**src/rtl/uart_pkg.sv**
```systemverilog
// uart_pkg: shared UART receive-path types and constants.
package uart_pkg;

    typedef enum logic [2:0] {IDLE, START, DATA, PARITY, STOP} rx_state_t;

    localparam int OVERSAMPLE_DEFAULT = 16;
    localparam int MID_TICK = 7;
    localparam int LAST_TICK = 15;

    typedef enum logic [1:0] {BAUD_9600, BAUD_19200, BAUD_57600, BAUD_115200} baud_sel_t;

    // Tick divisor for a 50 MHz clock at 16x oversampling, rounded to nearest.
    function automatic logic [15:0] baud_div(input baud_sel_t sel);
        return sel == BAUD_9600  ? 16'd326 :
               sel == BAUD_19200 ? 16'd163 :
               sel == BAUD_57600 ? 16'd54  : 16'd27;
    endfunction

endpackage

```
**src/rtl/uart_rx_bit_sampler.sv**
```systemverilog
// uart_rx_bit_sampler: RxD synchroniser and bit-decision strobe.
// RX_MAJORITY_EN: 2-of-3 vote over mid-bit ticks, decided at the last tick.
module uart_rx_bit_sampler
    import uart_pkg::*;
#(
    parameter int OVERSAMPLE = OVERSAMPLE_DEFAULT,
    localparam int CW = $clog2(OVERSAMPLE)
) (
    input  logic          i_clk,
    input  logic          i_rst_n,
    input  logic          i_rxd,
    input  logic          i_tick,
    input  logic          i_start,
    input  logic [CW-1:0] i_cnt,
    output logic          o_rxd_s,
    output logic          o_bit_val,
    output logic          o_bit_rdy
);

    localparam int MID  = (MID_TICK + 1) * OVERSAMPLE / OVERSAMPLE_DEFAULT - 1;
    localparam int LAST = OVERSAMPLE - 1;

    logic [1:0] r_sync;

    always_ff @(posedge i_clk or negedge i_rst_n)
        if (!i_rst_n) r_sync <= 2'b11;
        else          r_sync <= {r_sync[0], i_rxd};

    assign o_rxd_s = r_sync[1];

`ifdef RX_MAJORITY_EN
    localparam int START_DEC = LAST;

    logic [2:0] r_win;

    always_ff @(posedge i_clk or negedge i_rst_n)
        if (!i_rst_n) begin
            r_win <= 3'b111;
        end else if (i_tick) begin
            if (i_cnt == CW'(MID))     r_win[0] <= r_sync[1];
            if (i_cnt == CW'(MID + 1)) r_win[1] <= r_sync[1];
            if (i_cnt == CW'(MID + 2)) r_win[2] <= r_sync[1];
        end

    assign o_bit_val = (r_win[0] & r_win[1]) | (r_win[0] & r_win[2]) | (r_win[1] & r_win[2]);
`else
    localparam int START_DEC = MID;

    assign o_bit_val = r_sync[1];
`endif

    assign o_bit_rdy = i_tick && (i_cnt == (i_start ? CW'(START_DEC) : CW'(LAST)));

endmodule

```
**src/rtl/uart_rx_controller.sv**
```systemverilog
// uart_rx_controller: 8N1+parity UART receive frame sequencer on a 16x tick.
// RX_MAJORITY_EN selects majority-voted bit sampling in uart_rx_bit_sampler.
module uart_rx_controller
    import uart_pkg::*;
#(
    parameter int DATA_W     = 8,
    parameter int OVERSAMPLE = OVERSAMPLE_DEFAULT,
    parameter bit PARITY_ODD = 1'b0
) (
    input  logic              Clk,
    input  logic              reset,
    input  logic              Rx_EN,
    input  logic              RxD,
    input  logic              Rx_sample_ENABLE,
    output logic [DATA_W-1:0] Rx_DATA,
    output logic              Rx_VALID,
    output logic              Rx_PERROR,
    output logic              Rx_FERROR,
    output logic              Rx_BUSY
);

    localparam int CW = $clog2(OVERSAMPLE);
    localparam int IW = $clog2(DATA_W);

    rx_state_t         r_state;
    logic [CW-1:0]     r_cnt;
    logic [IW-1:0]     r_idx;
    logic [DATA_W-1:0] r_shift;
    logic              r_par;
    logic              r_armed;
    logic [DATA_W-1:0] r_data;
    logic              r_valid;
    logic              r_perr;
    logic              r_ferr;
    logic              w_rxd_s;
    logic              w_bit_val;
    logic              w_bit_rdy;
    logic              w_par_ok;

    uart_rx_bit_sampler #(.OVERSAMPLE(OVERSAMPLE)) u_sampler (
        .i_clk    (Clk),
        .i_rst_n  (reset),
        .i_rxd    (RxD),
        .i_tick   (Rx_sample_ENABLE),
        .i_start  (r_state == START),
        .i_cnt    (r_cnt),
        .o_rxd_s  (w_rxd_s),
        .o_bit_val(w_bit_val),
        .o_bit_rdy(w_bit_rdy)
    );

    assign w_par_ok = ((^r_shift) ^ r_par) == PARITY_ODD;

    // r_armed blocks a new start until the line has been seen high after a break.
    always_ff @(posedge Clk or negedge reset)
        if (!reset) begin
            r_state <= IDLE;
            r_cnt   <= '0;
            r_idx   <= '0;
            r_shift <= '0;
            r_par   <= 1'b0;
            r_armed <= 1'b0;
            r_data  <= '0;
            r_valid <= 1'b0;
            r_perr  <= 1'b0;
            r_ferr  <= 1'b0;
        end else begin
            r_valid <= 1'b0;
            if (!Rx_EN) begin
                r_state <= IDLE;
                r_cnt   <= '0;
            end else if (Rx_sample_ENABLE) begin
                r_cnt <= r_cnt + 1'b1;
                case (r_state)
                    IDLE: begin
                        r_cnt <= '0;
                        if (w_rxd_s) r_armed <= 1'b1;
                        else if (r_armed) begin
                            r_state <= START;
                            r_perr  <= 1'b0;
                            r_ferr  <= 1'b0;
                        end
                    end
                    START: if (w_bit_rdy) begin
                        r_cnt   <= '0;
                        r_idx   <= '0;
                        r_state <= w_bit_val ? IDLE : DATA;
                    end
                    DATA: if (w_bit_rdy) begin
                        r_cnt   <= '0;
                        r_shift <= {w_bit_val, r_shift[DATA_W-1:1]};
                        r_idx   <= r_idx + 1'b1;
                        if (r_idx == IW'(DATA_W - 1)) r_state <= PARITY;
                    end
                    PARITY: if (w_bit_rdy) begin
                        r_cnt   <= '0;
                        r_par   <= w_bit_val;
                        r_state <= STOP;
                    end
                    STOP: if (w_bit_rdy) begin
                        r_cnt   <= '0;
                        r_data  <= r_shift;
                        r_ferr  <= ~w_bit_val;
                        r_perr  <= ~w_par_ok;
                        r_valid <= w_bit_val & w_par_ok;
                        r_armed <= w_bit_val;
                        r_state <= IDLE;
                    end
                    default: r_state <= IDLE;
                endcase
            end
        end

    assign Rx_DATA   = r_data;
    assign Rx_VALID  = r_valid;
    assign Rx_PERROR = r_perr;
    assign Rx_FERROR = r_ferr;
    assign Rx_BUSY   = r_state != IDLE;

endmodule

```
**config.mk**
```make
export PLATFORM = sky130hd
export DESIGN_NAME = uart_rx_controller
export DESIGN_NICKNAME = d
export VERILOG_FILES = /design/src/rtl/uart_pkg.sv /design/src/rtl/uart_rx_bit_sampler.sv /design/src/rtl/uart_rx_controller.sv
export SDC_FILE = /design/constraint.sdc
export NUM_CORES = 1
export LEC_CHECK = 0
export CORE_MARGIN = 4
export CORE_UTILIZATION = 50
export CTS_BUF_LIST = sky130_fd_sc_hd__clkbuf_16
export CTS_CLUSTER_DIAMETER = 30
export DETAILED_ROUTE_END_ITERATION = 8
export PLACE_DENSITY = 0.85
export SLEW_MARGIN = 20
export SYNTH_ARGS = -nofsm -noshare
export SYNTH_HDL_FRONTEND = slang
export SYNTH_HIERARCHICAL = 1
export SYNTH_SLANG_ARGS = --single-unit
```
**constraint.sdc**
```tcl
create_clock -name Clk -period 2.4 [get_ports Clk]
set_input_delay 0.36 -clock Clk [delete_from_list [all_inputs] [get_ports Clk]]
set_output_delay 0.36 -clock Clk [all_outputs]
set_load 0.1 [all_outputs]
```
==> flow_summary.ini, run 1 <==
[clocking]
h-tree-depth = 2
cts_buffer_depth = 2
cts_tree = built
clk_pin_slew_ns = 0.05
root_buffer = clkbuf_16
cts_setup_buffers = 0
cts_resized = 0
insertion_delay_ns = 0.28
clock_sinks = 33
cts_hold_buf = 0
cts_made_buffers = 5

[critical_path]
slowest_stage = or4b_4
arrival_ns = 2.41
crit_type = reg -> reg
endpoint = r_par$_DFFE_PN0P_
crit_chain = nor3b_1 > xnor2_1 > nor2_1 > buf_4 > or4b_4 > o311ai_4 > nor3_2 > mux2_4
crit_path_max_incr_delay_ns = 0.49
cp.required_ns = 2.56
cp_max_fo = 6
ff2ff_setup_slack_ns = 0.15
path_delay_family = simple AND/OR/NAND/NOR gates
crit_buf_inv = 1
startpoint = r_state[2]$_DFFE_PN0P_
r2r_end = r_par$_DFFE_PN0P_
r2r-start = r_state[2]$_DFFE_PN0P_
start_kind = register
worst_r2r_path_depth = 8
worstSetupEndpointType = register
worst-path-stages = 8

[floorplanning]
core_um2 = 3050
die_area_um2 = 4180
initial_core_util_pct = 52.5
pin_count = 17
fp.dieH_um = 64.6
row_count = 20
die-width_um = 64.6

[worst_hold_path]
whs_path_depth = 0
hp-class = reg -> reg

[drt]
drt.antenna.violating_nets = 0
wl_mm = 2.94
vias = 1077
wl_per_cell_um = 15.0
drt_iter0_markers = 49
first_pass_iters = 4
drcViolationCount = 0
viasPerCell = 5.49

[sta]
min_period_ns = 2.25
tightest_slew_ns = 0.451
rsz0062_at_grt = no
slew_headroom_pct = 69.9
hold_viol_final = 0
setup_tns_ns = 0
finalSetupViolations = 0
fin_skew_ns = 0.00655
max_freq_ghz = 0.444
timing.final.crit_share_pct = 93.8
fin_ws_ns = 0.149
final_max_slew_viol_count = 0

[layout]
drive_gt1_share_pct = 29.6
syn_to_final_growth_pct = 22.2
fin_area_um2 = 1960
antenna_cells = 0
nets = 159

[flow_run]
drv_cap = 0

[power]
powerDensity_nw_per_um2 = 695
p_int_uw = 1080
p_leak_uw = 0.000964
seq_power_share_pct = 41.7
vdd_ir_drop_max_v = 0.000484
combPwrFrac_pct = 6.7
clkPwrFrac_pct = 51.7
power_uw = 1360
swShare_pct = 20.9
power.net_switching_uw = 285

[logic_synthesis]
syn_area_um2 = 1600
yosysWarnings = 6
syn_avg_cell_area_um2 = 12.6
synth_top_area_cell = dfrtp_1
ys_seq_area_share_pct = 51.6
synth_fp_nets = 135
synth_top_area_share_pct = 48.4
synth_area_leaders = dfrtp_1 48%, mux2_2 6.3%, mux2_1 5.6%
syn_inst = 127
synth_cell_type_count = 40
ys_ff_latch = 33

[placed_design]
dp_hpwl_mm = 2.07
port_buffers = 16
pre_cts_slack_ns = 0.141
placed_area_um2 = 1800
gp_congestion = 0.826

[grt]
grt_pass1_wl_mm = 5.25
antenna_found_initial = 0
grt_pass1_vias = 1189
grt_max_degree = 34
grt_use_total_pct = 16.9
gr-total-overflow = 0

[status]
outcome = finished, final reports clean
[cells in the mapped netlist, drive strengths merged]
library cell	count
buf	6
nor3b	2
nand3b	1
nor3	3
or4	1
nor2b	2
nor2	4
nand4	1
or2	1
or4b	1
o31ai	3
xnor3	1
ha	3
nand2b	1
or3	2
mux2	18
nand3	3
o311ai	1
o21ai	4
and3b	1
o21a	1
nand2	6
xor2	2
dfrtp	31
a22o	5
nor4b	1
a211oi	1
dfstp	2
a21oi	4
inv	6
maj3	1
o2111ai	1
xnor2	7
[power groups by stage]
stage / clock (µW) / combinational (µW) / sequential, µW
2_1_floorplan: 0 / 58.3 / 577
3_3_place_gp: 0 / 87.1 / 577
3_5_place_dp: 0 / 89.8 / 577
4_1_cts: 720 / 91.5 / 568
5_1_grt: 753 / 98.8 / 568
6_report: 705 / 90.7 / 568
[area by class of cell]
type	instances	area, µm²
clock inverter	3	38.8
timing repair buffer	23	183
sequential	33	828
fill	245	1090
inverter	6	22.5
multi-input combinational	82	708
tap	44	55.1
clock buffer	5	125
[metal layers]
metal / part of all wire (%) / wire (µm) / vias up / global-route usage, %
met2: 53 / 1540 / 19 / 29.1
met4: 1.7 / 51 / 0 / 7.92
met5: 0 / 0 / - / 0
li1: - / - / 498 / -
met1: 41 / 1210 / 554 / 18.1
met3: 4.5 / 132 / 6 / 6.59
[worst min path at each step]
stage / from / endpoint / slack (ns)
6_report: u_sampler/r_sync[0]$_DFF_PN1_ / u_sampler/r_sync[1]$_DFF_PN1_ / 0.35
5_1_grt: u_sampler/r_sync[0]$_DFF_PN1_ / u_sampler/r_sync[1]$_DFF_PN1_ / 0.36
4_1_cts: u_sampler/r_sync[0]$_DFF_PN1_ / u_sampler/r_sync[1]$_DFF_PN1_ / 0.35
3_5_place_dp: u_sampler/r_sync[0]$_DFF_PN1_ / u_sampler/r_sync[1]$_DFF_PN1_ / 0.35
3_3_place_gp: u_sampler/r_sync[0]$_DFF_PN1_ / u_sampler/r_sync[1]$_DFF_PN1_ / 0.35
2_1_floorplan: reset / Rx_DATA[0]$_DFFE_PN0P_ / 0.06
[state kept, by name, indices dropped and copies added (netlist names)]
register,count
r_armed,1
Rx_DATA,8
r_shift,8
r_cnt,4
u_sampler/r_sync,2
r_par,1
r_state,3
r_idx,3
Rx_VALID,1
Rx_FERROR,1
Rx_PERROR,1
[kinds of logic (layout without fill, tap and decap cells)]
kind of cell	Yosys count	count (layout)	synth area share, %
adder cells (fa/ha/maj)	4	4	2.96
multiplexers	18	18	12.9
AND/OR/NAND/NOR	30	30	11.9
flip-flops	33	33	51.6
buffers and inverters	12	37	4.21
XOR/XNOR	10	10	6.32
AO/OA/AOI/OAI	20	20	10.1
[placed cells by master, fill, tap and decap left out, drive strengths merged, types with 4 or more instances in the layout]
cell,n
nand2,6
clkbuf,5
a21oi,4
nor2,4
mux2,18
inv,7
dfrtp,31
buf,19
clkdlybuf4s50,4
xnor2,7
o21ai,4
a22o,5
[metrics by stage]
| stage | util, % | cells | hold slack, ns |
|---|---|---|---|
| finish | 64.2 | 196 | 0.354 |
| global placement | 58.9 | 188 | 0.346 |
| detailed placement | 58.9 | 188 | 0.347 |
| global route | 64.2 | 196 | 0.359 |
| floorplan | - | 127 | 0.0644 |
| CTS | 64.2 | 196 | 0.354 |
(Power assumes the default switching activity.)
==> run 2: changes to the inputs <==
--- a/config.mk
+++ b/config.mk
@@ -9,6 +9,7 @@
 export CORE_UTILIZATION = 50
 export CTS_BUF_LIST = sky130_fd_sc_hd__clkbuf_16
 export CTS_CLUSTER_DIAMETER = 30
+export CTS_CLUSTER_SIZE = 24
 export DETAILED_ROUTE_END_ITERATION = 8
 export PLACE_DENSITY = 0.85
 export SLEW_MARGIN = 20
==> results of run 2 <==
No change in the layout: final DEF, timing and power equal those of run 1.
